`src/rtl/bs_job_sequencer.sv`:
```
// Host-side job sequencer for the Black-Scholes processor: accepts one job, drives RUN/ACK,
// captures the processor sums at COMPLETE and returns them with a cycle count and timeout flag.
module bs_job_sequencer #(
    parameter logic [31:0] TIMEOUT_CYCLES = 32'd4000000,
    parameter logic [3:0]  CMD_RUN        = 4'd1,
    parameter logic [3:0]  CMD_ACK        = 4'd2,
    parameter logic [3:0]  ST_IDLE        = 4'd0,
    parameter logic [3:0]  ST_RUNNING     = 4'd1,
    parameter logic [3:0]  ST_COMPLETE    = 4'd2
) (
    input  logic        clk,
    input  logic        nreset,
    input  logic        job_valid,
    output logic        job_ready,
    input  logic [31:0] job_niter,
    input  logic [63:0] job_constK,
    input  logic [63:0] job_const1,
    input  logic [63:0] job_const2,
    output logic [31:0] proc_niter,
    output logic [63:0] proc_constK,
    output logic [63:0] proc_const1,
    output logic [63:0] proc_const2,
    output logic [3:0]  proc_cmd,
    input  logic [3:0]  proc_status,
    input  logic [63:0] proc_sum,
    input  logic [63:0] proc_pow_sum,
    output logic        res_valid,
    input  logic        res_ready,
    output logic [63:0] res_sum,
    output logic [63:0] res_pow_sum,
    output logic [31:0] res_cycles,
    output logic        res_err,
    output logic        busy
);

    typedef enum logic [2:0] {
        S_IDLE,
        S_RUN,
        S_WAIT,
        S_ACK,
        S_RESULT,
        S_HALT
    } state_t;

    state_t      state;
    state_t      state_next;
    logic [31:0] cnt;
    logic [31:0] cnt_inc;
    logic        accept;
    logic        counting;
    logic        timed_out;
    logic        complete_hit;

    // Control outputs are pure decodes of the state register, so no input reaches an output.
    assign job_ready = (state == S_IDLE);
    assign busy      = (state != S_IDLE);
    assign res_valid = (state == S_RESULT);

    always_comb begin
        proc_cmd = 4'd0;
        case (state)
            S_RUN:   proc_cmd = CMD_RUN;
            S_ACK:   proc_cmd = CMD_ACK;
            default: proc_cmd = 4'd0;
        endcase
    end

    // The count includes the current cycle, and saturates instead of wrapping.
    assign cnt_inc      = (cnt == 32'hFFFF_FFFF) ? cnt : cnt + 32'd1;
    assign accept       = job_ready && job_valid;
    assign counting     = (state == S_RUN) || (state == S_WAIT);
    assign timed_out    = counting && (cnt_inc >= TIMEOUT_CYCLES);
    assign complete_hit = (state == S_WAIT) && (proc_status == ST_COMPLETE);

    always_ff @(posedge clk or negedge nreset) begin
        if (!nreset) begin
            state <= S_IDLE;
        end else begin
            // NOTE: sequential state is updated with non-blocking assignments only.
            state <= state_next;
        end
    end

    always_comb begin
        // NOTE: default first so every path assigns state_next and no latch is inferred.
        state_next = state;
        case (state)
            S_IDLE: begin
                if (job_valid) state_next = S_RUN;
            end
            S_RUN: begin
                if (timed_out)                        state_next = S_RESULT;
                else if (proc_status == ST_RUNNING)   state_next = S_WAIT;
            end
            S_WAIT: begin
                if (timed_out)                        state_next = S_RESULT;
                else if (proc_status == ST_COMPLETE)  state_next = S_ACK;
            end
            S_ACK: begin
                if (proc_status == ST_IDLE) state_next = S_RESULT;
            end
            S_RESULT: begin
                if (res_ready) state_next = res_err ? S_HALT : S_IDLE;
            end
            S_HALT:  state_next = S_HALT;
            default: state_next = S_IDLE;
        endcase
    end

    always_ff @(posedge clk or negedge nreset) begin
        if (!nreset) begin
            proc_niter  <= 32'd0;
            proc_constK <= 64'd0;
            proc_const1 <= 64'd0;
            proc_const2 <= 64'd0;
            cnt         <= 32'd0;
            res_sum     <= 64'd0;
            res_pow_sum <= 64'd0;
            res_cycles  <= 32'd0;
            res_err     <= 1'b0;
        end else begin
            if (accept) begin
                proc_niter  <= job_niter;
                proc_constK <= job_constK;
                proc_const1 <= job_const1;
                proc_const2 <= job_const2;
                cnt         <= 32'd0;
            end else if (counting) begin
                cnt <= cnt_inc;
            end

            // Timeout wins over a status match observed in the same cycle.
            if (timed_out) begin
                res_sum     <= 64'd0;
                res_pow_sum <= 64'd0;
                res_cycles  <= TIMEOUT_CYCLES;
                res_err     <= 1'b1;
            end else if (complete_hit) begin
                res_sum     <= proc_sum;
                res_pow_sum <= proc_pow_sum;
                res_cycles  <= cnt_inc;
                res_err     <= 1'b0;
            end
        end
    end

endmodule

```
`config.mk`:
```
export PLATFORM = sky130hd
export DESIGN_NAME = bs_job_sequencer
export DESIGN_NICKNAME = d
export VERILOG_FILES = /design/src/rtl/bs_job_sequencer.sv
export SDC_FILE = /design/constraint.sdc
export NUM_CORES = 1
export LEC_CHECK = 0
export BUFFER_PORTS_ARGS = -buffer_cell sky130_fd_sc_hd__buf_4
export CAP_MARGIN = 5
export CORE_AREA = 2 2 291 293
export CTS_CLUSTER_SIZE = 20
export DETAILED_ROUTE_END_ITERATION = 16
export DIE_AREA = 0 0 293 295
export PLACE_DENSITY_LB_ADDON = 0.08
export SLEW_MARGIN = 20
export SYNTH_ARGS = -nofsm -noshare
export SYNTH_HDL_FRONTEND = slang
export SYNTH_SLANG_ARGS = --single-unit
```
`constraint.sdc`:
```
create_clock -name clk -period 7.98 [get_ports clk]
set_input_delay 0.798 -clock clk [delete_from_list [all_inputs] [get_ports clk]]
set_output_delay 0.798 -clock clk [all_outputs]
set_load 0.05 [all_outputs]
```
# Word-level counts from Yosys, hierarchy flattened

Index checks and enable logic that the tools add are counted.

Magnitude comparators: 1
Equality and inequality tests: 13
Add/sub/neg operators: 1
Reductions and logical operators: 10
Multiplexer cells: 21

Operators with widths:

| operator                                                                | count |
|---|---|
| 64-bit 2-to-1 mux                                                       | 4 |
| 32-bit 2-to-1 mux                                                       | 5 |
| 32-bit by 1-bit adder with 32-bit output, second input constant         | 1 |
| 32-bit == test, second input constant                                   | 1 |
| 32-bit by 22-bit >= comparator with 1-bit output, second input constant | 1 |
| 3-bit 2-to-1 mux                                                        | 8 |
| 3-bit one-hot mux with 6 select lines                                   | 1 |
| 3-bit by 2-bit == test with 1-bit output, second input constant         | 2 |
| 3-bit == test, second input constant                                    | 2 |
| 3-bit by 2-bit != test with 1-bit output, second input constant         | 2 |
| 5-bit AND reduction                                                     | 1 |
| 4-bit by 1-bit == test with 1-bit output, second input constant         | 1 |
| 4-bit by 2-bit == test with 1-bit output, second input constant         | 1 |
| 4-bit zero test                                                         | 1 |
| 2-bit != test, second input constant                                    | 2 |
| 2-bit one-hot mux with 2 select lines                                   | 1 |
| 2-bit nonzero test                                                      | 2 |
| 3-bit by 1-bit == test with 1-bit output, second input constant         | 1 |
| 1-bit logical AND                                                       | 3 |
| 3-bit zero test                                                         | 1 |
| 3-bit nonzero test                                                      | 1 |
| 1-bit 2-to-1 mux                                                        | 2 |
| 2-bit by 1-bit != test with 1-bit output, second input constant         | 1 |
| 1-bit logical OR                                                        | 1 |

Word-level logic and storage cells: 56
Output and inout port bits: 392
Input port bits: 360
Bits in registers: 420

# Depth between registers and ports, before layout

Gate-level depths: netlist of the first run.

Depth after elaboration: 6
Depth in mapped cells: 12
Gate-level depth less buffers: 10

# Worst setup path after synthesis of the first run

No wires, ideal clock.

Kind: register to register
From: reg state[1]
To: reg proc_const1[22]
Cell stages (with the launch flop): 8
Data required time: 7,855 ps
Buffers on the path: 4
Library setup time: 125 ps
Clock period less this slack: 3,354 ps
Arrival time: 3,229 ps
Setup slack: 4,626 ps
Cell sequence: dfrtp_1 > clkbuf_1 > nor3_1 > and2_1 > clkbuf_1 > clkbuf_1 > clkbuf_1 > mux2_2

Cells in the longest elaborated chain, start to end: 2

Ends and longest elaborated chain:

| element                  | RTL line | text |
|---|---|---|
| start: declaration       | 45       | `state_t state;` |
| start signal: assignment | 80       | `state <= state_next;` |
| 3-bit zero test          | 55       | `assign job_ready = (state == S_IDLE);` |
| named net job_ready      | 14       | `output logic job_ready,` |
| 1-bit logical AND        | 70       | `assign accept = job_ready && job_valid;` |
| end signal: assignment   | 125      | `proc_const1 <= job_const1;` |
| end: declaration         | 21       | `output logic [63:0] proc_const1,` |

The timed path passes the listed nets, and every way through them passes these cells.
A chain may end at the register's enable or synchronous reset.

# Worst setup path in the final report of the first run

From: reg cnt[12]
To: reg res_pow_sum[11]

Cells in the longest elaborated chain, start to end: 5
Elaborated cells on any way between the ends: 7
Those cells by class: 1 x add/sub; 1 x order compare; 1 x eq/ne; 2 x mux; 2 x reduce/logical

Ends and longest elaborated chain:

| element                                                                           | RTL line | text |
|---|---|---|
| start: declaration                                                                | 47       | `logic [31:0] cnt;` |
| start signal: assignment                                                          | 129      | `cnt <= cnt_inc;` |
| 32-bit by 1-bit adder with 32-bit output / 32-bit == test (equally long branches) | 69       | `assign cnt_inc = (cnt == 32'hFFFF_FFFF) ? cnt : cnt + 32'd1;` |
| 32-bit 2-to-1 mux (*)                                                             | 69       |  |
| 32-bit by 22-bit >= comparator with 1-bit output (*)                              | 72       | `assign timed_out = counting && (cnt_inc >= TIMEOUT_CYCLES);` |
| 1-bit logical AND (*)                                                             | 72       |  |
| 64-bit 2-to-1 mux / 2-bit nonzero test (equally long branches)                    | -        |  |
| end signal: assignment                                                            | 140      | `res_pow_sum <= proc_pow_sum;` |
| end: declaration                                                                  | 30       | `output logic [63:0] res_pow_sum,` |

Mark *: on every way between the ends. The rest lies on a longest branch, timed or not.

==> flow_summary_export.csv, run 1 <==
group,metric,value,unit
setup_path,required,8.39,ns
setup_path,max_stage_delay,0.59,ns
timing,clock.fmax,0.245,GHz
placement,place.gp.congestion,0.809,
timing,slew_headroom,0.213,
cells_and_area,synthToLayoutAreaGrowth,47.7,%
yosys,yosys.area.top_type,"dfrtp_1",
die,die_x,293,microns
grt,grt_overflow_total,0,
routing,avgRoutedWirePerCell,20.0,microns
timing,rsz0062_at_grt,"false",
routing,ant_nets,0,
clock_network,clockBufferDepth,3,
die,core,83200,sq um
clock_network,cts_hold_buf,0,
clock_network,clk_pin_slew,0.06,ns
routing,firstDrtPassIters,4,
setup_path,worstPathArrival,4.49,ns
yosys,ys_top_cells_by_area,"dfrtp_1 59%, mux2_2 14%, nand2_1 6.4%",
routing,viasPerCell,4.22,
die,start_util,0.213,
setup_path,path_class,"reg -> reg",
grt,grt_max_degree,151,
clock_network,cts_tree,"yes",
yosys,ys.warnings.count,0,
timing,tightest_slew,1.18,ns
yosys,synth_area_per_cell,11.9,sq um
yosys,yosys.area.top_type_share,0.593,
setup_path,critical_path.cell_chain,"nand4_1 -> or2_0 -> a211o_4 -> or3_1 -> xnor2_1 -> nor4_4 -> o22ai_4 -> buf_12 -> a21oi_1",
timing,tns,0,ns
clock_network,cts.repair.resized,0,
pwr,vdd_drop_max,0.133,mV
grt,grt_pass1_wl,96800,microns
yosys,synth_area,17700,sq um
yosys,synth_enable_flop_cells,0,
grt,grt_pass1_vias,14600,
cells_and_area,final_core_util,0.315,
setup_path,crit_path_top_delay_cell,"buf_12",
pwr,combPwrFrac,0.197,
setup_path,startpoint_type,"register",
cells_and_area,final_nets,2570,
clock_network,cts_setup_buffers,0,
timing,slew_viol_final,0,
yosys,synth_cell_types,61,
flow_run,cap_viol_max_count,0,
setup_path,setup.worst_path.start,"cnt[12]",
die,num_rows,106,
die,dieArea,86400,sq um
pwr,sw_frac_of_total,0.315,
routing,drt-initial-drc-count,588,
routing,vias,14100,
setup_path,reg2regPathDepth,9,
placement,dp.cells,3234,
placement,io_buffers,749,
clock_network,cts_buffers,53,
hold_path,hold_class,"in -> async",
cells_and_area,final_common_cell,"buf_4",
pwr,power_density,236,nW/um^2
setup_path,r2r_slack,3.90,ns
placement,place_hpwl,48400,microns
pwr,p_sw,1940,uW
setup_path,reg2reg_from,"cnt[12]",
yosys,yosys_most_used_dff,"dfrtp_1",
cells_and_area,finalNonFillerCells,3338,
setup_path,setup.worst_path.end,"res_pow_sum[11]",
timing,final-setup-viol-count,0,
clock_network,ctsHtreeMaxLevel,2,
setup_path,r2r-end,"res_pow_sum[11]",
yosys,synthCells,1491,
yosys,ys_seq_area_frac,0.593,
timing,hold_viol_final,0,
cells_and_area,final_cell_mix,"757 x buf_4, 420 x dfrtp_1, 304 x nand2_1",
setup_path,worst-path-max-fanout,149,
routing,routed_wl,66900,microns
timing,final_period_minus_worst_setup_slack,4.08,ns
status,status,"finished clean",
clock_network,clock_latency,0.61,ns
cells_and_area,drive_gt1_frac,0.528,
pwr,power.internal,4230,uW
timing,clock_skew,0.0214,ns
yosys,yosys_register_bits,420,
pwr,clkPwrFrac,0.395,
grt,grt_usage,0.148,
die,die_h,295,microns
timing,finalCritPeriodShare,0.511,
die,io_pins,752,
pwr,p_leak,0.0128,uW
grt,antenna_found_initial,10,
pwr,share_seq_of_total_power,0.408,
setup_path,crit_path_end_kind,"register",
clock_network,cts-root-buf,"clkbuf_16",
routing,drc,0,
yosys,synth-async-reset-ratio,1.00,
clock_network,clock-sinks,420,
flip-flops by register name, summed over array words and instances (netlist names):
signal       count
res_err          1
res_pow_sum     64
state            3
proc_niter      32
cnt             32
res_cycles      32
proc_constK     64
res_sum         64
proc_const2     64
proc_const1     64
layout make-up:
class                           instances  area (sq um)
Inverter                               10          37.5
Tap cell                             1080          1350
Clock inverter                         21           218
Sequential cell                       420         10500
Timing Repair Buffer                  762          5780
Clock buffer                           73          1520
Antenna cell                           10          25.0
Multi-Input combinational cell        962          6710
Fill cell                            8635         57000
cell families (layout without fill, tap and decap cells):
family                   count (synthesis)  in the layout  synth area share
AO/OA/AOI/OAI                          258            258             0.106
XOR/XNOR                                29             29            0.0143
adder cells (fa/ha/maj)                  1              1          0.000706
buffers and inverters                  110            866            0.0290
flip-flops                             420            420             0.593
multiplexers                           229            229             0.145
other                                    1             12          0.000212
AND/OR/NAND/NOR                        443            443             0.111
synthesized netlist by cell type (3+ instances only):
master and count:
dfrtp_1 420, nor4_4 4, inv_1 10, a211oi_1 27
buf_2 14, or3_1 7, nor4_1 3, o31ai_1 8
a311oi_1 3, nand2b_1 4, clkbuf_1 74, a211o_1 8
nand4_1 6, a31oi_1 6, nor2_1 59, nand4_2 3
a21oi_2 90, buf_6 10, and2_1 6, o211ai_1 3
o21ai_0 40, nor3_1 13, mux2_2 225, nand2_1 304
xnor2_1 20, xor2_1 9, and3_1 8, mux2i_1 4
nand3_1 12, a21oi_1 51
power by group through the flow:
stage,Clock (uW),Sequential [uW],Combinational [uW]
3_5_place_dp,0,2560,1230
4_1_cts,2550,2520,1240
6_report,2440,2520,1210
2_1_floorplan,0,2880,383
3_3_place_gp,0,2550,1230
5_1_grt,2630,2560,1300
per-layer routing:
metal	wire, microns	GRT usage	vias up
li1	-	-	6572
met1	24700	0.161	7030
met2	36000	0.270	366
met3	3850	0.0388	105
met4	2290	0.0640	0
met5	0	0	-
per-stage QoR:
step | hold slack, ns | power (uW) | cell area, sq um | worst slack, ns
2_1_floorplan | 0.488 | 3260 | 17700 | 4.63
3_3_place_gp | 0.475 | 3780 | 24400 | 4.02
3_5_place_dp | 0.483 | 3790 | 24400 | 3.96
4_1_cts | 0.170 | 6300 | 26100 | 3.96
5_1_grt | 0.203 | 6490 | 26200 | 3.59
6_report | 0.187 | 6170 | 26200 | 3.90
worst min-delay path by stage:
stage	start	end	cells past startpoint
floorplan	cnt[14]	cnt[14]	1
global placement	res_cycles[20]	res_cycles[20]	1
detailed placement	res_cycles[8]	res_cycles[8]	1
CTS	nreset	proc_const2[63]	1
global route	nreset	proc_constK[51]	1
finish	nreset	proc_constK[53]	1
worst max-delay path: cells and delay by family (launching register included):
kind	cells	cell delay (ns)
flip-flops	1	0.46
AO/OA/AOI/OAI	3	0.92
XOR/XNOR	1	0.31
AND/OR/NAND/NOR	4	1.23
buffers and inverters	1	0.59
Power figures use the tool's default switching activity.
==> run 2, diff against run 1 <==
CORE_AREA = 2 2 294 296   (was 2 2 291 293)
DIE_AREA = 0 0 296 298   (was 0 0 293 295)
clock period = 4.2 ns   (was 7.98 ns; I/O delays follow)
==> run 2 against run 1 <==
Effect of this change: clock power rose by 83%; non-clock buffer count grew 115; setup slack got worse by 3.3 ns; flip-flop and latch count unchanged; total power increased by 89%; first-iteration DRC count is 6.6% lower; critical path depth increased by 1; critical endpoint is now res_pow_sum[61]; largest power group unchanged.
==> flow_summary_export.csv, run 2 (synthesis results as in run 1) <==
group,metric,value,unit
setup_path,worst-path-max-fanout,72,
timing,tns,0,ns
hold_path,hold_class,"in -> reg",
pwr,vdd_drop_max,0.229,mV
routing,viasPerCell,4.14,
die,die_h,298,microns
pwr,finalPower,11700,uW
routing,ant_nets,0,
timing,hold_viol_final,0,
setup_path,path_class,"reg -> reg",
setup_path,crit_path_end_kind,"register",
routing,vias,14600,
routing,drt-initial-drc-count,549,
routing,routed_wl,68200,microns
pwr,p_leak,0.0132,uW
cells_and_area,final_common_cell,"buf_4",
routing,firstDrtPassIters,4,
cells_and_area,final_core_util,0.322,
placement,place_hpwl,49800,microns
setup_path,required,4.66,ns
grt,grt_pass1_wl,100000,microns
clock_network,cts_setup_buffers,0,
clock_network,cts_tree,"yes",
clock_network,clk_pin_slew,0.06,ns
timing,final-setup-viol-count,0,
timing,final_period_minus_worst_setup_slack,3.58,ns
routing,drc,0,
routing,avgRoutedWirePerCell,19.4,microns
status,status,"finished clean",
grt,grt_max_degree,92,
grt,antenna_found_initial,6,
clock_network,clock-sinks,420,
timing,clock_skew,0.0197,ns
die,core,84900,sq um
timing,tightest_slew,0.965,ns
grt,grt_usage,0.149,
die,start_util,0.209,
setup_path,startpoint_type,"register",
die,die_x,296,microns
die,dieArea,88200,sq um
placement,place.gp.congestion,0.772,
timing,slew_headroom,0.353,
grt,grt_overflow_total,0,
timing,rsz0062_at_grt,"false",
cells_and_area,final_nets,2686,
grt,grt_pass1_vias,15300,
cells_and_area,final_cell_mix,"765 x buf_4, 420 x dfrtp_1, 304 x nand2_1",
setup_path,worstPathArrival,4.04,ns
timing,clock.fmax,0.279,GHz
timing,slew_viol_final,0,
placement,io_buffers,749,
pwr,power_density,426,nW/um^2
die,io_pins,752,
clock_network,clockBufferDepth,3,
timing,finalCritPeriodShare,0.852,
clock_network,clock_latency,0.61,ns
clock_network,cts_buffers,54,
clock_network,ctsHtreeMaxLevel,2,
cells_and_area,synthToLayoutAreaGrowth,54.4,%
die,num_rows,107,
cells_and_area,drive_gt1_frac,0.504,
clock_network,cts-root-buf,"clkbuf_16",
flow_run,cap_viol_max_count,0,
==> run 2: per-stage QoR <==
| step | hold WS, ns | instances | area (sq um) | setup slack (ns) |
|---|---|---|---|---|
| global placement | 0.477 | 3312 | 24700 | 0.618 |
| floorplan | 0.124 | 1492 | 17700 | 0.846 |
| detailed placement | 0.478 | 3312 | 24700 | 0.554 |
| global route | 0.0136 | 3517 | 27400 | 0.313 |
| CTS | 0.00000605 | 3511 | 27300 | 0.528 |
| finish | 0.0568 | 3517 | 27400 | 0.621 |
==> run 2: layer usage <==
layer  global-route usage  up-vias  part of all wire
li1                     -     6807                 -
met1                0.164     7274              0.36
met2                0.273      403              0.54
met3               0.0419       91             0.067
met4               0.0512        0             0.028
met5                    0        -                 0
==> run 2: final cells by class <==
| class | count | area (sq um) |
|---|---|---|
| well taps | 1144 | 1430 |
| diodes | 6 | 15.0 |
| repair buffers | 877 | 6970 |
| multi-input cells | 962 | 6710 |
| inverters | 10 | 37.5 |
| clock inverters | 10 | 97.6 |
| clock buffers | 88 | 1580 |
| flip-flops and latches | 420 | 10500 |
| fillers | 8872 | 57500 |
==> run 2: final timing paths <==
path                                start              end  slack (ns)  cells after the start
min                        job_constK[51]  proc_constK[51]        0.06                      2
max                                cnt[0]  res_pow_sum[61]        0.62                     10
max reg2reg                        cnt[0]  res_pow_sum[61]        0.62                     10
min in group asynchronous          nreset  res_pow_sum[29]        0.46                      2
max in group asynchronous          nreset   proc_const1[0]        2.65                      3
min reg2reg                res_cycles[11]   res_cycles[11]        0.49                      1
==> run 2: worst max-delay path, cell delays in order (launching register included) <==
cell and delay [ns]:
dfrtp_1 0.43, ha_1 0.28, nand4_1 0.31, nor4_4 0.11, a211o_4 0.38, or3_1 0.42, xnor2_1 0.34, nor4_4 0.12
o22ai_4 0.41, buf_12 0.44, a21oi_2 0.05
==> run 2: report_power, final <==
group / switching (uW) / internal (uW)
registers: 396 / 4400
clock network: 1860 / 2610
logic: 1460 / 936
==> run 2: what timing repair did <==
action / in CTS / in global routing
hold buffers: 101 / 0
hold endpoints to repair: 182 / 0
resized for setup: 0 / 0
